**config.mk**
```make
export PLATFORM = sky130hd
export DESIGN_NAME = fir_tap_ring
export DESIGN_NICKNAME = d
export VERILOG_FILES = /design/src/rtl/fir_pkg.sv /design/src/rtl/sample_ram.sv /design/src/rtl/fir_tap_ring.sv
export SDC_FILE = /design/constraint.sdc
export NUM_CORES = 1
export LEC_CHECK = 0
export ABC_AREA = 1
export CORE_MARGIN = 1
export CORE_UTILIZATION = 38
export DETAILED_ROUTE_END_ITERATION = 12
export PLACE_DENSITY = 0.51
export SETUP_SLACK_MARGIN = 0.02
export SYNTH_ARGS = -nofsm -noshare
export SYNTH_HDL_FRONTEND = slang
export SYNTH_SLANG_ARGS = --single-unit
```
**constraint.sdc**
```tcl
create_clock -name clk -period 2.95 [get_ports clk]
set_input_delay 0.4425 -clock clk [delete_from_list [all_inputs] [get_ports clk]]
set_output_delay 0.4425 -clock clk [all_outputs]
set_load 0.02 [all_outputs]
```
**src/rtl/fir_pkg.sv**
```systemverilog
// Shared definitions for the FIR tap ring.
//   fir_state_e : controller states
//   calc_chw    : channel-index width, at least one bit even for a single channel
package fir_pkg;

  typedef enum logic [2:0] {
    StClear,
    StIdle,
    StWrite,
    StRdIssue,
    StRdHold
  } fir_state_e;

  function automatic int unsigned calc_chw(input int unsigned n);
    return (n <= 1) ? 1 : $clog2(n);
  endfunction

endpackage

```
**src/rtl/sample_ram.sv**
```systemverilog
// Single-port sample store with a registered read port.
//   clk_i   : clock
//   we_i    : write enable (takes precedence over read)
//   re_i    : read enable; rdata_o updates one cycle later and holds otherwise
//   addr_i  : word address
//   wdata_i : write data
//   rdata_o : registered read data
module sample_ram #(
  parameter int unsigned DWIDTH = 8,
  parameter int unsigned RAW    = 5,
  parameter int unsigned NWORDS = 32
) (
  input  logic              clk_i,
  input  logic              we_i,
  input  logic              re_i,
  input  logic [RAW-1:0]    addr_i,
  input  logic [DWIDTH-1:0] wdata_i,
  output logic [DWIDTH-1:0] rdata_o
);

  logic [DWIDTH-1:0] mem_q [NWORDS];
  logic [DWIDTH-1:0] rdata_q;

  always_ff @(posedge clk_i) begin
    if (we_i) begin
      mem_q[addr_i] <= wdata_i;
    end else if (re_i) begin
      rdata_q <= mem_q[addr_i];
    end
  end

  assign rdata_o = rdata_q;

endmodule

```
**src/rtl/fir_tap_ring.sv**
```systemverilog
// Multi-channel FIR delay line. Each accepted sample is written into its
// channel's ring, then the channel's DEPTH taps are streamed newest first.
//   clk, rst            : clock, synchronous active-high reset
//   in_valid/in_ready   : sample handshake (ready only in IDLE)
//   in_channel/in_data  : target channel and sample
//   flush               : clear all history and pointers (IDLE only)
//   tap_valid/tap_ready : tap handshake
//   tap_data/tap_index  : delayed sample x[n-k] and its delay k
//   tap_channel/tap_last: stream channel, marks k = DEPTH-1
//   err_channel         : one-cycle pulse when an out-of-range channel is dropped
module fir_tap_ring
  import fir_pkg::*;
#(
  parameter  int unsigned DWIDTH = 8,
  parameter  int unsigned AWIDTH = 4,
  parameter  int unsigned NCH    = 2,
  localparam int unsigned CHW    = calc_chw(NCH)
) (
  input  logic              clk,
  input  logic              rst,
  input  logic              in_valid,
  output logic              in_ready,
  input  logic [CHW-1:0]    in_channel,
  input  logic [DWIDTH-1:0] in_data,
  input  logic              flush,
  output logic              tap_valid,
  input  logic              tap_ready,
  output logic [DWIDTH-1:0] tap_data,
  output logic [AWIDTH-1:0] tap_index,
  output logic [CHW-1:0]    tap_channel,
  output logic              tap_last,
  output logic              err_channel
);

  localparam int unsigned DEPTH  = 2 ** AWIDTH;
  localparam int unsigned NWORDS = NCH * DEPTH;
  // Address is {channel, slot}: ch*DEPTH + slot since DEPTH is a power of two.
  localparam int unsigned RAW    = CHW + AWIDTH;

  fir_state_e        state_q, state_d;
  logic [RAW-1:0]    clr_addr_q, clr_addr_d;
  logic [AWIDTH-1:0] wptr_q [NCH];
  logic [AWIDTH-1:0] wptr_d [NCH];
  logic [CHW-1:0]    cur_ch_q, cur_ch_d;
  logic [DWIDTH-1:0] cur_data_q, cur_data_d;
  logic [AWIDTH-1:0] slot_q, slot_d;
  logic [AWIDTH-1:0] k_q, k_d;
  logic              in_ready_q, in_ready_d;
  logic              tap_valid_q, tap_valid_d;
  logic              tap_last_q, tap_last_d;
  logic              err_q, err_d;

  logic              ram_we, ram_re;
  logic [RAW-1:0]    ram_addr;
  logic [DWIDTH-1:0] ram_wdata, ram_rdata;
  logic [AWIDTH-1:0] rd_slot;

  assign rd_slot = slot_q - k_q;  // wraps mod DEPTH

  always_comb begin
    state_d    = state_q;
    clr_addr_d = clr_addr_q;
    wptr_d     = wptr_q;
    cur_ch_d   = cur_ch_q;
    cur_data_d = cur_data_q;
    slot_d     = slot_q;
    k_d        = k_q;
    err_d      = 1'b0;
    ram_we     = 1'b0;
    ram_re     = 1'b0;
    ram_addr   = '0;
    ram_wdata  = '0;

    unique case (state_q)
      StClear: begin
        ram_we   = 1'b1;
        ram_addr = clr_addr_q;
        for (int i = 0; i < NCH; i++) wptr_d[i] = '0;
        if (clr_addr_q == RAW'(NWORDS - 1)) begin
          clr_addr_d = '0;
          state_d    = StIdle;
        end else begin
          clr_addr_d = clr_addr_q + 1'b1;
        end
      end
      StIdle: begin
        if (flush) begin
          clr_addr_d = '0;
          state_d    = StClear;
        end else if (in_valid) begin
          if (32'(in_channel) < NCH) begin
            cur_ch_d   = in_channel;
            cur_data_d = in_data;
            state_d    = StWrite;
          end else begin
            err_d = 1'b1;
          end
        end
      end
      StWrite: begin
        ram_we              = 1'b1;
        ram_addr            = {cur_ch_q, wptr_q[cur_ch_q]};
        ram_wdata           = cur_data_q;
        slot_d              = wptr_q[cur_ch_q];
        wptr_d[cur_ch_q]    = wptr_q[cur_ch_q] + 1'b1;
        k_d                 = '0;
        state_d             = StRdIssue;
      end
      StRdIssue: begin
        ram_re   = 1'b1;
        ram_addr = {cur_ch_q, rd_slot};
        state_d  = StRdHold;
      end
      StRdHold: begin
        if (tap_ready) begin
          if (k_q == AWIDTH'(DEPTH - 1)) begin
            state_d = StIdle;
          end else begin
            k_d     = k_q + 1'b1;
            state_d = StRdIssue;
          end
        end
      end
      default: begin
        clr_addr_d = '0;
        state_d    = StClear;
      end
    endcase

    // Outputs are registered from the next state so they line up with it.
    in_ready_d  = (state_d == StIdle);
    tap_valid_d = (state_d == StRdHold);
    tap_last_d  = (state_d == StRdHold) && (k_d == AWIDTH'(DEPTH - 1));
  end

  always_ff @(posedge clk) begin
    if (rst) begin
      state_q     <= StClear;
      clr_addr_q  <= '0;
      for (int i = 0; i < NCH; i++) wptr_q[i] <= '0;
      cur_ch_q    <= '0;
      cur_data_q  <= '0;
      slot_q      <= '0;
      k_q         <= '0;
      in_ready_q  <= 1'b0;
      tap_valid_q <= 1'b0;
      tap_last_q  <= 1'b0;
      err_q       <= 1'b0;
    end else begin
      state_q     <= state_d;
      clr_addr_q  <= clr_addr_d;
      wptr_q      <= wptr_d;
      cur_ch_q    <= cur_ch_d;
      cur_data_q  <= cur_data_d;
      slot_q      <= slot_d;
      k_q         <= k_d;
      in_ready_q  <= in_ready_d;
      tap_valid_q <= tap_valid_d;
      tap_last_q  <= tap_last_d;
      err_q       <= err_d;
    end
  end

  sample_ram #(
    .DWIDTH (DWIDTH),
    .RAW    (RAW),
    .NWORDS (NWORDS)
  ) u_sample_ram (
    .clk_i   (clk),
    .we_i    (ram_we),
    .re_i    (ram_re),
    .addr_i  (ram_addr),
    .wdata_i (ram_wdata),
    .rdata_o (ram_rdata)
  );

  // RAM read data only holds a tap in RD_HOLD; zero it otherwise so reset leaves it clean.
  assign tap_data    = tap_valid_q ? ram_rdata : '0;
  assign in_ready    = in_ready_q;
  assign tap_valid   = tap_valid_q;
  assign tap_index   = k_q;
  assign tap_channel = cur_ch_q;
  assign tap_last    = tap_last_q;
  assign err_channel = err_q;

endmodule

```
==> metrics.md <==
| Metric | Value |
|---|---|
| H-tree depth | 2 |
| Die Y | 188.8 µm |
| Remaining DRCs | 0 |
| Worst hold slack | 0.4620 ns |
| Worst vdd ir | 0.2978 mV |
| Minimum clock period | 2.781 ns |
| Fin. Hold Viols | 0 |
| Leak | 5.901 nW |
| Max Clock Freq | 0.3595 GHz |
| DP HPWL | 20630 µm |
| Part of the Yosys area used for sequential elements | 65.21% |
| Cell accounting for the most synthesized area | edfxtp_1 |
| Fin Setup TNS | 0 ns |
| Number of flops mapped to enable cells by yosys | 264 |
| Total wire length | 35570 µm |
| Critical path class | register to register |
| Clock-pin slew on the worst setup and hold paths | 0.05 ns |
| GP Congestion | 0.8269 |
| Layout area overhead | 17.17% |
| Pwr Total | 9.493 mW |
| Starting Density | 38.49% |
| Largest net degree at the start of global routing | 106 |
| Synth cell count leaders | nand2_1 (451), edfxtp_1 (264), nand4_1 (106) |
| Clock buffers created by TritonCTS | 35 |
| Setup crit end kind | register |
| Worst EP arrival | 2.99 ns |
| Fraction of layout cells with a size suffix above 1 | 12.32% |
| Prevailing post-synth register cell | edfxtp_1 |
| Pwr dens | 610.9 mW/mm² |
| Synth warn | 0 |
| Post-synth ARST share | 0% |
| CTS-repair resized insts | 0 |
| Distinct cells, synth | 35 |
| Port Buffers | 29 |
| Initial antenna violation count | 0 |
| N_diodes | 0 |
| CTS max path bufs | 3 |
| CP Cell Sequence | ha_1 > inv_1 > fa_1 > inv_1 > o221ai_4 > buf_12 > nand3_1 > buf_4 > nor2_1 > buf_4 |
| Final core utilization | 45.10% |
| Fillers | 3246 |
| Drt wl/cell | 19.21 µm |
| Core ar. | 0.03446 mm² |
| Min-Delay Path Class | register to register |
| Run status | finished, final reports clean |
| CTS Hold Bufs | 0 |
| Fin Clk Skew | 0.01625 ns |
| Synth area leaders | edfxtp_1 (60%), nand2_1 (13%), dfxtp_1 (5.4%), nand4_1 (5.0%), nand3_1 (4.0%) |
| Slew @ Worst Pin | 0.7016 ns |
| Num Clock Sinks | 300 |
| Iter 0 DRT Violations | 617 |
| Die ar. | 0.03565 mm² |
| CTS Root Cell | clkbuf_16 |
| CP delay by family, top | buffers and inverters |
| Max-cap violations | 0 |
| Req. time, crit path | 3.16 ns |
| Number of global-route vias before repair | 9230 |
| R2R setup slack | 0.17 ns |
| Vias per inst | 5.124 |
| Mapped cell area | 0.01326 mm² |
| Max transition margin | 53.23% |
| IO Count | 31 |
| Final setup viols | 0 |
| Die W | 188.8 µm |
| FP Rows | 68 |
| Top-count cell post-synth | nand2_1 |
| Final period utilization | 94.28% |
| Setup crit start kind | register |
| Postcts setup bufs | 0 |
| Max incr delay on CP | 0.50 ns |
| Pre-Repair DR Iteration Count | 5 |
| Final net count | 1393 |
| Syn nets | 1332 |
| Average size of a mapped cell | 10.12 µm² |
| Synthesized flop and latch total | 300 |
| CP bufs+invs | 5 |
| Critical-path top delay cell | fa_1 |
| Detail Route Antenna Nets | 0 |
| RSZ-0062 raised after global routing | true |
| Slew Viols, Final | 0 |
| First-pass GRT wire length | 55130 µm |
| Overall routing resource usage | 20.29% |
| TritonCTS clock tree | yes |
| Clk Latency, worst-skew pair | 0.51 ns |
| Synthesized instance count | 1310 |
| Vias | 9484 |
| Grt total ovfl | 0 |
| Post-synth top area share | 59.77% |
| CP max FO | 65 |
-- tightest hold or removal path, cell delays in order, from the launching register on --
cell	delay [ns]
dfxtp_1	0.31
nand2_1	0.06
a21oi_1	0.05
-- cell usage in the layout (no fill, tap or decap), drive strengths merged, types with 2 or more instances in the layout --
| master | synthesis | routed |
|---|---|---|
| edfxtp | 264 | 264 |
| inv | 90 | 90 |
| clkinv | 0 | 13 |
| nor2 | 67 | 67 |
| ha | 7 | 7 |
| buf | 54 | 74 |
| bufinv | 0 | 2 |
| xor2 | 4 | 4 |
| nand2 | 455 | 455 |
| o211ai | 3 | 3 |
| a21oi | 32 | 32 |
| nor3 | 8 | 8 |
| o21ai | 42 | 42 |
| nand4 | 106 | 106 |
| dfxtp | 36 | 36 |
| clkbuf | 25 | 47 |
| clkdlybuf4s50 | 0 | 29 |
| nand3 | 108 | 108 |
-- area by class of cell --
cell class / instances / area [µm²] / area share [%]
clock buffer: 47 / 963.4 / 6.200
sequential: 300 / 8648 / 55.65
multi-input combinational: 841 / 3955 / 25.45
timing repair buffer: 103 / 945.9 / 6.087
tap: 455 / 569.3 / 3.663
inverter: 90 / 337.8 / 2.174
clock inverter: 15 / 120.1 / 0.7729
-- through the flow --
stage / instances / area (µm²) / setup slack, ns
floorplan: 1310 / 13260 / 0.1121
global placement: 1789 / 14440 / 0.1616
detailed placement: 1789 / 14440 / 0.1477
CTS: 1851 / 15530 / 0.1255
global route: 1851 / 15540 / 0.01539
finish: 1851 / 15540 / 0.1686
-- power breakdown --
| group | switching [mW] | internal, mW | total, mW |
|---|---|---|---|
| Sequential | 0.0135 | 4.61 | 4.63 |
| Combinational | 0.485 | 0.259 | 0.744 |
| Clock | 1.66 | 2.46 | 4.12 |
| Total | 2.16 | 7.33 | 9.49 |
-- registers in the layout, summed over array words and instances (netlist names) --
| register | flops |
|---|---|
| tap_index | 4 |
| u_sample_ram.rdata_o | 8 |
| wptr_q | 8 |
| slot_q | 4 |
| state_q | 3 |
| tap_channel | 1 |
| tap_last | 1 |
| tap_valid | 1 |
| in_ready | 1 |
| cur_data_q | 8 |
| clr_addr_q | 5 |
| u_sample_ram.mem_q | 256 |
-- layer usage --
metal / track usage [%] / vias to the layer above / wire, µm
li1: - / 4627 / -
met1: 28.38 / 4615 / 16590
met2: 33.13 / 189 / 16870
met3: 2.608 / 53 / 1380
met4: 5.459 / 0 / 724
met5: 0 / - / 0
-- worst paths after layout --
path / startpoint / endpoint / cells past startpoint
min reg2reg: wptr_q[4] / wptr_q[4] / 2
min: wptr_q[4] / wptr_q[4] / 2
max: tap_index[0] / u_sample_ram.mem_q[7][3] / 10
max reg2reg: tap_index[0] / u_sample_ram.mem_q[7][3] / 10
-- logic make-up (layout without fill, tap and decap cells) --
group / after synthesis / in the layout / share of synthesized area [%]
AND/OR/NAND/NOR: 745 / 745 / 24.73
flip-flops: 300 / 300 / 65.21
buffers and inverters: 169 / 255 / 5.557
AO/OA/AOI/OAI: 83 / 83 / 3.406
adder cells (fa/ha/maj): 8 / 8 / 0.8113
XOR/XNOR: 4 / 4 / 0.2641
other: 1 / 1 / 0.02827
No activity file was read; power rests on OpenSTA's default activity.
